===== config.mk =====
export PLATFORM = sky130hd
export DESIGN_NAME = noc_xbar_reg
export DESIGN_NICKNAME = d
export VERILOG_FILES = /design/src/rtl/noc_xbar_reg.sv
export SDC_FILE = /design/constraint.sdc
export NUM_CORES = 1
export LEC_CHECK = 0
export ABC_AREA = 1
export BUFFER_PORTS_ARGS = -buffer_cell sky130_fd_sc_hd__buf_2
export CELL_PAD_IN_SITES_DETAIL_PLACEMENT = 1
export CELL_PAD_IN_SITES_GLOBAL_PLACEMENT = 1
export CORE_MARGIN = 3
export CORE_UTILIZATION = 40
export CTS_BUF_LIST = sky130_fd_sc_hd__clkbuf_8
export DETAILED_ROUTE_END_ITERATION = 16
export GPL_TIMING_DRIVEN = 1
export PLACE_DENSITY = 0.9
export SKIP_CTS_REPAIR_TIMING = 1
export SLEW_MARGIN = 20
export SYNTH_ARGS = -nofsm -noshare
export SYNTH_HDL_FRONTEND = slang
export SYNTH_SLANG_ARGS = --single-unit

===== constraint.sdc =====
create_clock -name clk_i -period 3.2 [get_ports clk_i]
set_input_delay 0.16 -clock clk_i [delete_from_list [all_inputs] [get_ports clk_i]]
set_output_delay 0.16 -clock clk_i [all_outputs]
set_load 0.1 [all_outputs]

===== src/rtl/noc_xbar_reg.sv =====
// Output-registered NoC crossbar: each output captures the flit from its selected
// input into a one-entry register, pops the source queue, and honours downstream ready.
module noc_xbar_reg #(
  parameter int NUM_PORTS = 5,
  parameter int DATA_W    = 16,
  parameter int SEL_W     = $clog2(NUM_PORTS)
) (
  input  logic                          clk_i,
  input  logic                          rst_n_i,
  input  logic [NUM_PORTS*DATA_W-1:0]   in_data_i,
  input  logic [NUM_PORTS-1:0]          grant_i,
  input  logic [NUM_PORTS*SEL_W-1:0]    sel_i,
  input  logic [NUM_PORTS-1:0]          out_ready_i,
  output logic [NUM_PORTS-1:0]          pop_o,
  output logic [NUM_PORTS*DATA_W-1:0]   out_data_o,
  output logic [NUM_PORTS-1:0]          out_valid_o,
  output logic                          sel_err_o,
  output logic                          conflict_o
);

  // One extra bit so the limit is representable even when NUM_PORTS is a power of two.
  localparam logic [SEL_W:0] PORT_LIMIT = (SEL_W+1)'(NUM_PORTS);

  logic [SEL_W-1:0]  sel       [NUM_PORTS];
  logic [DATA_W-1:0] in_flit   [NUM_PORTS];
  logic [DATA_W-1:0] next_flit [NUM_PORTS];
  logic [DATA_W-1:0] out_reg   [NUM_PORTS];

  logic [NUM_PORTS-1:0] in_range, slot_free, req, winner, load, lost;
  logic [NUM_PORTS-1:0] out_valid_q;
  logic                 sel_err_q, conflict_q, any_bad_sel;

  genvar g;
  generate
    for (g = 0; g < NUM_PORTS; g++) begin : g_unpack
      assign sel[g]     = sel_i[g*SEL_W +: SEL_W];
      assign in_flit[g] = in_data_i[g*DATA_W +: DATA_W];
      assign out_data_o[g*DATA_W +: DATA_W] = out_reg[g];
    end
  endgenerate

  always_comb begin
    in_range  = '0;
    slot_free = '0;
    req       = '0;
    winner    = '0;
    for (int o = 0; o < NUM_PORTS; o++) begin
      in_range[o]  = {1'b0, sel[o]} < PORT_LIMIT;
      slot_free[o] = !out_valid_q[o] | out_ready_i[o];
      req[o]       = grant_i[o] & in_range[o] & slot_free[o];
    end
    // Lowest-index requester of a given input wins; higher ones must be retried.
    for (int o = 0; o < NUM_PORTS; o++) begin
      winner[o] = 1'b1;
      for (int p = 0; p < NUM_PORTS; p++) begin
        if (p < o && req[p] && sel[p] == sel[o]) winner[o] = 1'b0;
      end
    end
  end

  assign load        = req & winner & {NUM_PORTS{rst_n_i}};
  assign lost        = req & ~winner;
  assign any_bad_sel = |(grant_i & ~in_range);

  always_comb begin
    pop_o = '0;
    for (int o = 0; o < NUM_PORTS; o++) begin
      next_flit[o] = '0;
      for (int i = 0; i < NUM_PORTS; i++) begin
        if (sel[o] == SEL_W'(i)) begin
          next_flit[o] = in_flit[i];
          if (load[o]) pop_o[i] = 1'b1;
        end
      end
    end
  end

  // A consumed flit can be replaced in the same edge, so loading takes priority over draining.
  always_ff @(posedge clk_i or negedge rst_n_i) begin
    if (!rst_n_i) begin
      for (int o = 0; o < NUM_PORTS; o++) out_reg[o] <= '0;
      out_valid_q <= '0;
      sel_err_q   <= 1'b0;
      conflict_q  <= 1'b0;
    end else begin
      for (int o = 0; o < NUM_PORTS; o++) begin
        if (load[o]) begin
          out_reg[o]     <= next_flit[o];
          out_valid_q[o] <= 1'b1;
        end else if (out_ready_i[o]) begin
          out_valid_q[o] <= 1'b0;
        end
      end
      sel_err_q  <= sel_err_q | any_bad_sel;
      conflict_q <= |lost;
    end
  end

  assign out_valid_o = out_valid_q;
  assign sel_err_o   = sel_err_q;
  assign conflict_o  = conflict_q;

endmodule

==> results by group <==
Outcome
  – Outcome: complete, no violations

Global route
  – Total track usage: 33.7%
  – Busiest grt layer: met2
  – Largest net degree at the start of global routing: 44
  – First-pass GRT wire length: 51.3 mm
  – M1 GR Usage: 48.3%
  – Initial antenna violation count: 6
  – Met3 usage: between 6 and 7%
  – Gr ovfl total: 0
  – M2 GR Usage: around half
  – Vias in the first global route: approximately 8900

STA
  – Slew Limit Fails: 0
  – Worst rel slew slack: a little over two fifths
  – Count of final setup violators: 0
  – Layout Skew: ~0.013 ns
  – Setup tns final: 0 ns
  – PnR worst setup slack: between 0.4 and 0.5 ns
  – Final hold vios: 0
  – Worst Tran Pin Value: about 0.86 ns
  – Peak Freq: around 0.37 GHz
  – Period utilization: a little under nine tenths
  – RSZ-0062 raised after global routing: false
  – Post-route minimum period: 2.74 ns

Synthesis
  – Yosys cell types: 32
  – #FFs+latches synth: 87
  – Most frequent cell after synthesis: nand2_1
  – Syn Area/Cell: slightly above 6 um^2
  – Warnings, synthesis: 0
  – Commonest cells post-synth: nand2_1, nand3_1, inv_1
  – Synth top area cells: dfrtp_1, nand2_1, nand3_1
  – Main synth FF type: dfrtp_1
  – Net Count, Synth: roughly 1200
  – Syn Inst Count: 1121
  – Cell taking the most area after synthesis: dfrtp_1
  – Synth Cell Area: 0.00697 mm^2
  – Sequential area share after synthesis: 31.2%
  – Synth async-reset ratio: 100%
  – Number of synthesized flops with an enable pin: 0
  – Yosys top cell area share: between 30% and 40%

CTS
  – Clk Latency, worst-skew pair: approximately 0.39 ns
  – Root Buffer: clkbuf_8
  – Clk buf depth: 2
  – CTS Buf Count: 9
  – Htree depth: 3
  – # clock sinks: just under 90
  – TritonCTS clock tree: built
  – Worst-path clk slew: approximately 0.090 ns

Min path
  – Hold WC Path Type: in -> reg
  – Hold Path End: sel_err_o$_DFF_PN0_
  – Hold depth: 3
  – HP Start: grant_i[2]

Routing
  – Detailed Route Iter0 Violations: 1137
  – Avg WL per Cell: approximately 22 um
  – Drt total wl: roughly 33 mm
  – Post-DRT Antenna Nets: 0
  – Vias per Instance: between 5 and 6
  – Routed via count: approximately 9000
  – DRT Pass-1 Iters: 7
  – DR DRC count: 0

Power and ir drop
  – Part of the power in registers: between 20% and 30%
  – Internal: ~2.1 mW
  – Power per Cell Area: approximately 600 mW/mm^2
  – Clk network pwr share: between 10% and 20%
  – Gate power share: a little under three fifths
  – Psw: 2.98 mW
  – Peak supply drop: approximately 420 uV
  – Sw Ratio: 59.0%
  – Leakage: 4.73 nW

Worst setup path
  – Worst Setup End Kind: output pin
  – Critical path class: in -> out
  – Max FO, Critical Path: 22
  – Critical Path RT: ~3.0 ns
  – Worst R2R Setup Slack: 1.03 ns
  – CP Launch Type: primary input
  – Worst r2r src: out_valid_o[0]$_DFFE_PN0P_
  – Critical Path AT: approximately 2.6 ns
  – Worst R2R End: out_data_o[26]$_DFFE_PN0P_
  – R2r worst-path depth: 8

Place
  – Post-placement setup slack: between 0.8 and 0.9 ns
  – Placer Congestion: a little under 1
  – HPWL after DPL: around 25 mm
  – Port Buffer Count: 198

Floorplanning
  – Core Area: ~0.017 mm^2
  – Die area: around 0.019 mm^2
  – Site Rows: 47
  – # IOs: roughly 200
  – Horiz. Die Dim: 138 um
  – Die Span Y: 138 um
  – Initial core utilization: about two fifths

Finish
  – NumNets Final: roughly 1400
  – Area Growth Syn to Fin: 19.4%
  – Share of post-route cells with drive strength above 1: 21.7%

Job
  – Max-cap violation count: 0
-- through the flow --
step / hold slack, ns / utilization [%] / instance area (um^2) / cells / total power [mW]
after floorplan: -0.136 / - / 6970 / 1121 / 3.66
after global placement: -0.00865 / 48.2 / 8100 / 1506 / 4.23
after detailed placement: -0.00473 / 48.2 / 8100 / 1506 / 4.28
after CTS: -0.415 / 49.3 / 8280 / 1522 / 5.03
after global routing: 0.0399 / 49.5 / 8320 / 1530 / 5.24
final: 0.0248 / 49.5 / 8320 / 1530 / 5.04
-- metal layers --
| layer | share of wire [%] | up-vias |
|---|---|---|
| li1 | - | 4018 |
| met1 | 41 | 4247 |
| met2 | 43 | 636 |
| met3 | 12 | 100 |
| met4 | 3.9 | 0 |
| met5 | 0 | - |
-- power by group through the flow --
| stage | clock network (mW) | logic (mW) | registers [mW] |
|---|---|---|---|
| final | 0.747 | 2.84 | 1.45 |
| after global routing | 0.796 | 2.96 | 1.48 |
| after CTS | 0.755 | 2.83 | 1.45 |
| after detailed placement | 0 | 2.82 | 1.46 |
| after global placement | 0 | 2.77 | 1.46 |
| after floorplan | 0 | 0.598 | 3.06 |
-- flip-flops by register name (all words and copies together) (netlist names) --
name	count
out_data_o	80
sel_err_o	1
conflict_o	1
out_valid_o	5
-- critical path, cell delays in order --
cell	delay [ns]
dlygate4sd3_1	0.57
buf_4	0.21
inv_1	0.15
nor2_2	0.70
nand3_1	0.16
nand3_1	0.16
buf_2	0.44
-- cell usage in the layout (no fill, tap or decap), types with 2 or more instances in the layout --
cell / instances
o22ai_1: 79
nand2_2: 2
nand4_1: 14
inv_6: 2
nor2_1: 75
nor2_8: 2
buf_2: 197
nor2_2: 14
inv_2: 10
clkbuf_8: 10
diode_2: 6
buf_4: 25
nand2_4: 2
and2_1: 2
xnor2_1: 12
nor2_4: 7
nor3_2: 5
a21oi_1: 61
nand3_1: 127
nand2_1: 422
o21ai_0: 33
nand3_2: 2
o21ai_1: 3
inv_1: 97
o2111ai_1: 2
dlygate4sd3_1: 2
dfrtp_1: 87
-- layout make-up --
| class | instances | area [um^2] |
|---|---|---|
| clock buffers | 10 | 138 |
| flip-flops and latches | 87 | 2180 |
| diodes | 6 | 15.0 |
| fillers | 2439 | 8500 |
| well taps | 220 | 275 |
| inverters | 107 | 402 |
| clock inverters | 6 | 42.5 |
| multi-input cells | 870 | 4080 |
| repair buffers | 224 | 1190 |
-- worst max path at each step --
stage / from / endpoint / slack, ns
2_1_floorplan: out_valid_o[0]$_DFFE_PN0P_ / pop_o[4] / 0.42
3_3_place_gp: sel_i[2] / pop_o[0] / 0.98
3_5_place_dp: sel_i[13] / pop_o[1] / 0.90
4_1_cts: out_valid_o[0]$_DFFE_PN0P_ / pop_o[1] / 0.52
5_1_grt: rst_n_i / pop_o[4] / 0.30
6_report: rst_n_i / pop_o[1] / 0.46
-- logic make-up (layout without fill, tap and decap cells) --
kind of cell,after synthesis,in the layout,share of synthesized area (%)
AND/OR/NAND/NOR,676,676,42.2
AO/OA/AOI/OAI,181,181,14.7
buffers and inverters,164,347,10.3
flip-flops,87,87,31.2
XOR/XNOR,13,13,1.63
other,0,6,0
No activity file was read; power rests on OpenSTA's default activity.
